**config.mk**
```make
export PLATFORM = sky130hd
export DESIGN_NAME = selftest_reporter
export DESIGN_NICKNAME = d
export VERILOG_FILES = /design/src/rtl/selftest_reporter.sv
export SDC_FILE = /design/constraint.sdc
export NUM_CORES = 1
export LEC_CHECK = 0
export ABC_CLOCK_PERIOD_IN_PS = 2200
export CORE_ASPECT_RATIO = 0.8
export CORE_MARGIN = 4
export CORE_UTILIZATION = 45
export DETAILED_ROUTE_END_ITERATION = 8
export GPL_TIMING_DRIVEN = 0
export PLACE_DENSITY = 0.6
export SYNTH_ARGS = -nofsm -noshare
export SYNTH_HDL_FRONTEND = slang
export SYNTH_SLANG_ARGS = --single-unit
```
**constraint.sdc**
```tcl
create_clock -name clk -period 2.2 [get_ports clk]
set_clock_uncertainty 0.1 [all_clocks]
set_input_delay 0.44 -clock clk [delete_from_list [all_inputs] [get_ports clk]]
set_output_delay 0.44 -clock clk [all_outputs]
set_load 0.02 [all_outputs]
```
**src/rtl/selftest_reporter.sv**
```systemverilog
// selftest_reporter: gathers done/result pairs from NUM_TESTS test units and
// sends one four-byte 8N1 status frame per run ('P'/'F', fail mask, done mask, LF).
//
// Control semantics: start is a one-cycle pulse, honoured only in IDLE or DONE;
// there is no ready/valid handshake. busy is high while a run is in progress, and
// start pulses that arrive while busy are dropped. test_done/test_result are
// levels that are sampled only in WAIT.
module selftest_reporter #(
  parameter int NUM_TESTS      = 2,
  parameter int CLKS_PER_BIT   = 16,
  parameter int TIMEOUT_CYCLES = 1024
) (
  input  logic                 clk,
  input  logic                 reset,
  input  logic                 start,
  input  logic [NUM_TESTS-1:0] test_done,
  input  logic [NUM_TESTS-1:0] test_result,
  output logic                 tx,
  output logic                 busy,
  output logic                 all_done,
  output logic                 fail,
  output logic [1:0]           o_dbg_state
);

  localparam int CW = (CLKS_PER_BIT > 1) ? $clog2(CLKS_PER_BIT) : 1;
  localparam int TW = (TIMEOUT_CYCLES > 1) ? $clog2(TIMEOUT_CYCLES) : 1;

  localparam logic [CW-1:0] LP_CLK_LAST   = CW'(CLKS_PER_BIT - 1);
  localparam logic [TW-1:0] LP_TIMER_LAST = TW'(TIMEOUT_CYCLES - 1);

  localparam logic [1:0] ST_IDLE = 2'd0;
  localparam logic [1:0] ST_WAIT = 2'd1;
  localparam logic [1:0] ST_SEND = 2'd2;
  localparam logic [1:0] ST_DONE = 2'd3;

  logic [1:0]           r_state;
  logic [NUM_TESTS-1:0] r_done_mask;
  logic [NUM_TESTS-1:0] r_fail_mask;
  logic [TW-1:0]        r_timer;
  logic                 r_timed_out;
  logic [CW-1:0]        r_clk_cnt;
  logic [3:0]           r_bit_cnt;
  logic [1:0]           r_byte_cnt;

  logic                 w_start_ok;
  logic                 w_complete;
  logic                 w_timeout;
  logic                 w_wait_exit;
  logic                 w_bit_end;
  logic                 w_byte_end;
  logic                 w_frame_end;
  logic [7:0]           w_byte;
  logic [2:0]           w_data_idx;
  logic                 w_tx_bit;

  // Same-cycle dones count toward completion; completion beats timeout.
  assign w_start_ok  = start && ((r_state == ST_IDLE) || (r_state == ST_DONE));
  assign w_complete  = &(r_done_mask | test_done);
  assign w_timeout   = (r_timer == LP_TIMER_LAST);
  assign w_wait_exit = (r_state == ST_WAIT) && (w_complete || w_timeout);

  assign w_bit_end   = (r_state == ST_SEND) && (r_clk_cnt == LP_CLK_LAST);
  assign w_byte_end  = w_bit_end && (r_bit_cnt == 4'd9);
  assign w_frame_end = w_byte_end && (r_byte_cnt == 2'd3);

  // Current frame byte; masks are frozen outside WAIT, so the frame is stable in SEND.
  always_comb begin
    w_byte = 8'h0A;
    case (r_byte_cnt)
      2'd0:    w_byte = ((r_fail_mask == '0) && !r_timed_out) ? 8'h50 : 8'h46;
      2'd1:    w_byte = 8'(r_fail_mask);
      2'd2:    w_byte = 8'(r_done_mask);
      default: w_byte = 8'h0A;
    endcase
  end

  // Bit slot 0 is the start bit, 1..8 carry data LSB first, 9 is the stop bit.
  assign w_data_idx = 3'(r_bit_cnt - 4'd1);
  always_comb begin
    w_tx_bit = 1'b1;
    if (r_bit_cnt == 4'd0)      w_tx_bit = 1'b0;
    else if (r_bit_cnt == 4'd9) w_tx_bit = 1'b1;
    else                        w_tx_bit = w_byte[w_data_idx];
  end

  assign tx          = (r_state == ST_SEND) ? w_tx_bit : 1'b1;
  assign busy        = (r_state == ST_WAIT) || (r_state == ST_SEND);
  assign all_done    = (r_state == ST_DONE);
  assign fail        = (r_state == ST_DONE) && ((|r_fail_mask) || r_timed_out);
  assign o_dbg_state = r_state;

  // Run control: state transitions, sticky masks, WAIT timer and timeout flag.
  always_ff @(posedge clk or posedge reset) begin
    if (reset) begin
      r_state     <= ST_IDLE;
      r_done_mask <= '0;
      r_fail_mask <= '0;
      r_timer     <= '0;
      r_timed_out <= 1'b0;
    end else begin
      case (r_state)
        ST_IDLE, ST_DONE: begin
          if (w_start_ok) begin
            r_state     <= ST_WAIT;
            r_done_mask <= '0;
            r_fail_mask <= '0;
            r_timer     <= '0;
            r_timed_out <= 1'b0;
          end
        end
        ST_WAIT: begin
          r_done_mask <= r_done_mask | test_done;
          r_fail_mask <= r_fail_mask | (test_done & test_result);
          r_timer     <= r_timer + 1'b1;
          if (w_complete) begin
            r_state <= ST_SEND;
          end else if (w_timeout) begin
            r_state     <= ST_SEND;
            r_timed_out <= 1'b1;
          end
        end
        ST_SEND: begin
          if (w_frame_end) r_state <= ST_DONE;
        end
        default: r_state <= ST_IDLE;
      endcase
    end
  end

  // Serializer position: cycles within a bit, bit within a byte, byte within the frame.
  always_ff @(posedge clk or posedge reset) begin
    if (reset) begin
      r_clk_cnt  <= '0;
      r_bit_cnt  <= '0;
      r_byte_cnt <= '0;
    end else if (w_wait_exit) begin
      r_clk_cnt  <= '0;
      r_bit_cnt  <= '0;
      r_byte_cnt <= '0;
    end else if (r_state == ST_SEND) begin
      if (w_bit_end) begin
        r_clk_cnt <= '0;
        if (w_byte_end) begin
          r_bit_cnt <= '0;
          if (r_byte_cnt != 2'd3) r_byte_cnt <= r_byte_cnt + 2'd1;
        end else begin
          r_bit_cnt <= r_bit_cnt + 4'd1;
        end
      end else begin
        r_clk_cnt <= r_clk_cnt + 1'b1;
      end
    end
  end

endmodule

```
Yosys cells after proc, flatten, opt, wreduce, memory -nomap -nowiden. Index checks and enable logic that the tools add are counted.

Flip-flop bits (word level): 27. Logic and storage cells: 94. Bits of input ports: 7. Output and inout bits: 6.

Bitwise operators: 3. Magnitude comparators: 1. Add/sub/neg operators: 5. Mux-type cells: 33. Reduce and logical (&&, ||, !) cells: 29. Equal/unequal tests: 15.

Operator list (number): $mux W4 (7); $pmux W7 S3 (1); $mux W2 (10); $pmux W10 S2 (1); $add A10 B1 Y10 const B (1); $eq A10 B10 Y1 const B (1); $mux W10 (1); $ne A2 B2 Y1 const B (5); $reduce_bool A2 Y1 (5); $add A4 B1 Y4 const B (2); $eq A2 B2 Y1 const B (4); $eq A4 B4 Y1 const B (2); $pmux W2 S2 (2); $reduce_and A4 Y1 (2); $logic_and A1 B1 Y1 (7); $mux W1 (7); $logic_not A2 Y1 (3); $pmux W2 S3 (1); $reduce_and A2 Y1 (3); $mux W5 (1); $eq A2 B1 Y1 const B (2); $logic_not A4 Y1 (1); $logic_or A1 B1 Y1 (4); $lt A3 B4 Y1 const B (1); other kinds (10) (12).

Longest topological paths before layout. Gate-level depths: netlist of the first run.

Depth after elaboration: 9. Mapped depth: 7. Mapped depth without buffers: 6.

Worst setup path after synthesis of the first run. No wires, ideal clock.

Path type: reg2out. From: reg r_bit_cnt[0]. To: out tx. Data required time: 1660 ps. Data arrival time: 1788 ps. Slack: -128 ps. Cell stages (with the launch flop): 8. Buffers on the path: 1. Cells stage by stage: dfrtp_1 -> clkbuf_1 -> inv_1 -> ha_1 -> mux2i_1 -> o21ai_0 -> nand3b_1 -> a31oi_1.

Longest elaborated chain between the ends: 6. Elaborated cells on any way between the ends: 8. Classes of those cells: add/sub: 1; eq/ne: 1; mux: 5; reduce/logical: 1.

RTL lines: start: declaration (line 42) `logic [3:0] r_bit_cnt;`; start signal: assignment (line 147) `r_bit_cnt <= r_bit_cnt + 4'd1;`; $sub A3 B1 Y3 (line 78) `assign w_data_idx = 3'(r_bit_cnt - 4'd1);`; $bmux W1 S3 (line 83) `else w_tx_bit = w_byte[w_data_idx];`; $mux W1 (implied by the code) (line 83); $mux W1 (line 82) `else if (r_bit_cnt == 4'd9) w_tx_bit = 1'b1;`; $mux W1 * (line 81) `if (r_bit_cnt == 4'd0) w_tx_bit = 1'b0;`; $mux W1 * (line 86) `assign tx = (r_state == ST_SEND) ? w_tx_bit : 1'b1;`; end: declaration (line 18) `output logic tx,`.

Mark *: on every way between the ends. The rest lies on a longest branch, timed or not. The select of a mux whose other input is x is not followed.

Worst setup path in the final report of the first run. Same ends and word-level chain as after synthesis.

==> results of run 1 <==
## cell families after synthesis
logic type | count (synthesis) | synth area share [%]
buffers and inverters | 16 | 3.98
AOI/OAI and AO/OA | 41 | 15.0
adders and majority gates | 14 | 10.5
muxes | 10 | 6.08
DFF | 27 | 40.5
and+or+nand+nor | 63 | 19.2
xor gates and xnor gates | 9 | 4.73
## placed cells by master (no fill, tap or decap), types with 2 or more instances in the layout
cell / instances
or3_1: 3
xnor2_1: 7
a31oi_1: 3
clkbuf_1: 2
buf_2: 2
clkbuf_8: 4
and2_1: 2
a22o_1: 2
nor4_1: 3
a21oi_1: 14
nand2_1: 14
nand3b_1: 3
inv_1: 9
nand2b_1: 2
o21ai_0: 9
clkdlybuf4s50_1: 8
nor2_1: 16
nand4_1: 2
nand3_1: 7
ha_1: 13
xor2_1: 2
mux2i_1: 8
dfrtp_1: 27
nor3_1: 5
a22oi_1: 2
buf_4: 6
## what timing repair did
item,in CTS,in global routing
buffers inserted,2,2
gates cloned,0,0
endpoints found under the hold margin,0,0
pin swaps,1,6
endpoints found under the setup margin,7,5
resized for setup,14,5
hold buffers,0,0
## state kept, by name (all words and copies together), names as in the netlist
signal and flops:
r_timer 10, r_byte_cnt 2, r_bit_cnt 4, o_dbg_state 2, r_clk_cnt 4, r_fail_mask 2, r_timed_out 1, r_done_mask 2
## metrics by stage
stage,setup WS [ns],utilization [%]
2_1_floorplan,0.0769,-
3_5_place_dp,-0.560,52.6
4_1_cts,-0.133,55.0
6_report,-0.0988,56.0
3_3_place_gp,-0.488,52.6
5_1_grt,-0.212,56.0
## how the worst max path moves through the flow
stage	startpoint	to	slack (ns)	cells past startpoint
finish	r_bit_cnt[0]	tx	-0.1	8
global route	r_bit_cnt[0]	tx	-0.21	8
CTS	r_bit_cnt[0]	tx	-0.13	8
detailed placement	r_bit_cnt[0]	tx	-0.56	8
global placement	r_bit_cnt[0]	tx	-0.49	8
floorplan	r_bit_cnt[0]	tx	0.08	7
## critical path, stage by stage, from the launching register on
cell	delay, ns
dfrtp_1	0.40
clkbuf_8	0.15
inv_4	0.05
ha_4	0.20
mux2i_1	0.12
o21ai_1	0.14
nand3b_1	0.10
a31oi_2	0.18
buf_4	0.16
## final cells by class
cell class | instances | area (um^2) | area share (%)
Inverter | 10 | 40.0 | 2.05
Timing Repair Buffer | 15 | 138 | 7.04
Clock buffer | 4 | 45.0 | 2.30
Buffer | 6 | 38.8 | 1.98
Multi-Input combinational cell | 137 | 966 | 49.4
Sequential cell | 27 | 676 | 34.5
Tap cell | 42 | 52.6 | 2.69
## per-layer routing
metal  share of wire, %  vias up  global-route usage, %
li1                   -      679                      -
met1                 50      676                   23.1
met2                 45       30                   25.4
met3                4.2        2                   3.60
met4               0.19        0                   3.06
met5                  0        -                      0
## where the power goes
part	internal, mW	switching [mW]
Sequential	0.600	0.112
Clock	0.130	0.151
Combinational	0.431	0.583
==> impl_metrics.yaml, run 1 <==
run_status:
  status: "complete, but fails checks"
  violations: "negative setup slack"
drt:
  vias_per_cell: 5.76
  via_count: 1387
  drt_iter0_drc: 107
  firstDrtPassIters: 5
  remaining_drc_errors: 0
  wl_per_cell_um: 15.1
  detail-route-antenna-nets: 0
  routed_wl_um: 3630
sta:
  max_freq_mhz: 435
  hold_violations: 0
  post-route-period-util_pct: 104
  rsz0062_at_grt: "yes"
  period_minus_slack_ns: 2.30
  setup_violations: 1
  worst_slew_pin_slew_ns: 1.03
  finalMaxSlewViolations: 0
  hold_slack_ns: 0.437
  max-slew-margin-rel_pct: 30.9
  finalSetupTns_ns: -0.0988
  fin_ws_ns: -0.0988
grt:
  grt_use_total_pct: 16.2
  grt_max_degree: 28
  first_global_vias: 1417
  antenna_found_initial: 0
  grt_pass1_wl_um: 6560
  grt.overflow.total: 0
placed_design:
  post-place-cells: 233
  place_area_mm2: 0.00184
  gp_congestion: 0.765
  dpl.hpwl_um: 2620
  portBuffers: 11
cts:
  clockBufferDepth: 2
  cts_sinks: 27
  clk_latency_ns: 0.27
  cts_tree: "built"
  root_buffer: "clkbuf_8"
  numCtsBuffers: 3
  cts_max_level: 1
  clk_pin_slew_worst_paths_ns: 0.10
hold_path:
  min_to: "r_timed_out"
  hp-class: "register to register"
  min_path_cells: 2
  min_from: "r_timed_out"
synthesis:
  synth_cell_types: 39
  synth_most_common_cell: "dfrtp_1"
  yosys_warnings: 0
  ys_seq_area_share_pct: 40.5
  synth_cells: 180
  synth_seq_cells: 27
  synth_common_cells: "dfrtp_1, nor2_1, a21oi_1, ha_1, nand2_1"
  syn-cell-area_mm2: 0.00167
  synth_top_area_share_pct: 40.5
  syn-num-nets: 201
  ys_async_sr_fraction_pct: 100
  syn_avg_cell_area_um2: 9.27
  yosys.area.top_type: "dfrtp_1"
  synth_edf_count: 0
  synthTopCellsByArea: "dfrtp_1, ha_1, mux2i_1, a21oi_1, xnor2_1"
  yosys_most_used_dff: "dfrtp_1"
final_layout:
  drive_above_1_share_pct: 11.6
  final_cell_area_mm2: 0.00196
  syn2layout_area_growth_pct: 17.3
  stdcell_count: 241
  num-nets-final: 221
  fillers: 306
  n_antenna_cell: 0
setup_path:
  timing.rr.end: "r_timer[7]"
  setup.worst_path.end_class: "output pin"
  crit_path_start_kind: "register"
  r2r_slack_ns: 0.19
  r2r_start: "o_dbg_state[0]"
  cp.required_ns: 1.66
  path_class: "register to output pin"
  cp_max_fo: 5
  rr_worst_depth: 7
  crit_arrival_ns: 1.76
floorplan:
  fp.dieH_um: 62.5
  die_w_um: 76.1
  die_area_mm2: 0.00475
  ioPinCount: 13
  initial_core_util_pct: 47.7
  rows: 19
  core_mm2: 0.00349
power:
  total_power_mw: 2.01
  power.density_mw_per_mm2: 1030
  ir_drop_uv: 634
  p_leak_nw: 0.849
flow_run:
  drv_cap: 0
No activity file was read; power rests on OpenSTA's default activity.
==> run 2, diff against run 1 <==
--- a/config.mk
+++ b/config.mk
@@ -12,6 +12,7 @@
 export DETAILED_ROUTE_END_ITERATION = 8
 export GPL_TIMING_DRIVEN = 0
 export PLACE_DENSITY = 0.6
+export SLEW_MARGIN = 20
 export SYNTH_ARGS = -nofsm -noshare
 export SYNTH_HDL_FRONTEND = slang
 export SYNTH_SLANG_ARGS = --single-unit
==> impl_metrics.yaml, run 2 (synthesized netlist as in run 1, its figures left out) <==
cts:
  cts_max_level: 1
  cts_tree: "built"
  numCtsBuffers: 3
  clk_pin_slew_worst_paths_ns: 0.10
  clockBufferDepth: 2
  clk_latency_ns: 0.27
  cts_sinks: 27
  root_buffer: "clkbuf_8"
  ctsHoldBuffers: 0
sta:
  hold_violations: 0
  max_freq_mhz: 435
  rsz0062_at_grt: "yes"
  setup_violations: 1
  period_minus_slack_ns: 2.30
  finalMaxSlewViolations: 0
  post-route-period-util_pct: 104
  fin_ws_ns: -0.0989
  worst_slew_pin_slew_ns: 0.572
  hold_slack_ns: 0.437
  finalSetupTns_ns: -0.0989
  max-slew-margin-rel_pct: 61.8
final_layout:
  syn2layout_area_growth_pct: 17.3
  final_common_cell: "dfrtp_1"
  largest_register: "r_timer"
  reg_top3: "r_timer (10), r_bit_cnt (4), r_clk_cnt (4)"
  num-nets-final: 221
  n_antenna_cell: 0
  layout_common_cells: "dfrtp_1, nor2_1, a21oi_1, nand2_1, ha_1"
  largest_reg_flops: 10
  drive_above_1_share_pct: 12.1
  final_cell_area_mm2: 0.00196
flow_run:
  drv_cap: 0
drt:
  detail-route-antenna-nets: 0
  routed_wl_um: 3630
  remaining_drc_errors: 0
  vias_per_cell: 5.76
  drt_iter0_drc: 107
  firstDrtPassIters: 5
  wl_per_cell_um: 15.1
  via_count: 1387
power:
  p_comb_share_pct: 50.5
  total_power_mw: 2.01
  pwr-share-seq_pct: 35.5
  p_int_mw: 1.16
  ir_drop_uv: 635
  p_leak_nw: 0.848
  swShare_pct: 42.2
  clkPwrFrac_pct: 14.0
  power.density_mw_per_mm2: 1030
  power_switching_uw: 846
floorplan:
  die_area_mm2: 0.00475
  ioPinCount: 13
  die_w_um: 76.1
  rows: 19
  fp.dieH_um: 62.5
  initial_core_util_pct: 47.7
  core_mm2: 0.00349
run_status:
  status: "complete, but fails checks"
  violations: "negative setup slack"
setup_path:
  cp_max_fo: 5
  cp.required_ns: 1.66
  critPathLaunch: "r_bit_cnt[0]"
  crit_arrival_ns: 1.76
  r2r_start: "o_dbg_state[0]"
  path_class: "register to output pin"
  crit_path_start_kind: "register"
  setup.worst_path.end_class: "output pin"
grt:
  first_global_vias: 1417
  grt_pass1_wl_um: 6560
  grt_max_degree: 28
  grt_use_total_pct: 16.2
  antenna_found_initial: 0
  grt.overflow.total: 0
placed_design:
  post-place-ws_ns: -0.560
  place_area_mm2: 0.00184
  gp_congestion: 0.765
  dpl.hpwl_um: 2620
  portBuffers: 11
hold_path:
  hp-class: "input pin to asynchronous set/reset pin"
## run 2: cell types whose count changed in the layout (fill, tap and decap cells not counted)
cell	change
inv_1	-1
inv_2	+1
## run 2: power by group through the flow
| stage | clock, mW | sequential (mW) | combinational (mW) |
|---|---|---|---|
| 6_report | 0.281 | 0.712 | 1.01 |
| 5_1_grt | 0.314 | 0.729 | 1.13 |
| 4_1_cts | 0.291 | 0.717 | 0.982 |
| 3_5_place_dp | 0 | 0.727 | 0.975 |
| 3_3_place_gp | 0 | 0.717 | 0.939 |
| 2_1_floorplan | 0 | 0.719 | 0.657 |
## run 2: what timing repair did
item,4_1_cts,5_1_grt
gates cloned,0,0
pin swaps,1,6
endpoints found under the setup margin,7,5
buffers inserted,2,2
resized for setup,14,5
## run 2: layout make-up
| type | instances | area [um^2] |
|---|---|---|
| plain buffers | 6 | 38.8 |
| clock buffers | 4 | 45.0 |
| fillers | 306 | 1540 |
| inverters | 10 | 40.0 |
| multi-input cells | 137 | 966 |
| flip-flops and latches | 27 | 676 |
| well taps | 42 | 52.6 |
| repair buffers | 15 | 138 |
## run 2: path summary, 6_finish.rpt
check	to	cells past startpoint	slack, ns
setup / recovery	tx	8	-0.1
hold / removal	r_timer[6]	2	0.44
setup reg to reg	r_timer[7]	7	0.19
hold reg to reg	r_timed_out	2	0.44
max in group asynchronous	o_dbg_state[0]	2	1.17
min in group clk	r_timed_out	2	0.44
## run 2: stage by stage
| step | utilization (%) | std cells |
|---|---|---|
| floorplan | - | 180 |
| global placement | 52.6 | 233 |
| detailed placement | 52.6 | 233 |
| CTS | 55.0 | 239 |
| global route | 56.0 | 241 |
| finish | 56.0 | 241 |
## run 2: critical path: stages (launching register included)
cell and delay (ns):
dfrtp_1 0.40, clkbuf_8 0.15, inv_4 0.05, ha_4 0.20
mux2i_1 0.12, o21ai_1 0.14, nand3b_1 0.10, a31oi_2 0.18
buf_4 0.16
## run 2: routing by layer
metal | routed length, um | up-vias | track usage, %
met5 | 0 | - | 0
met4 | 7 | 0 | 3.06
met2 | 1650 | 30 | 25.4
met1 | 1820 | 676 | 23.1
met3 | 154 | 2 | 3.60
li1 | - | 679 | -
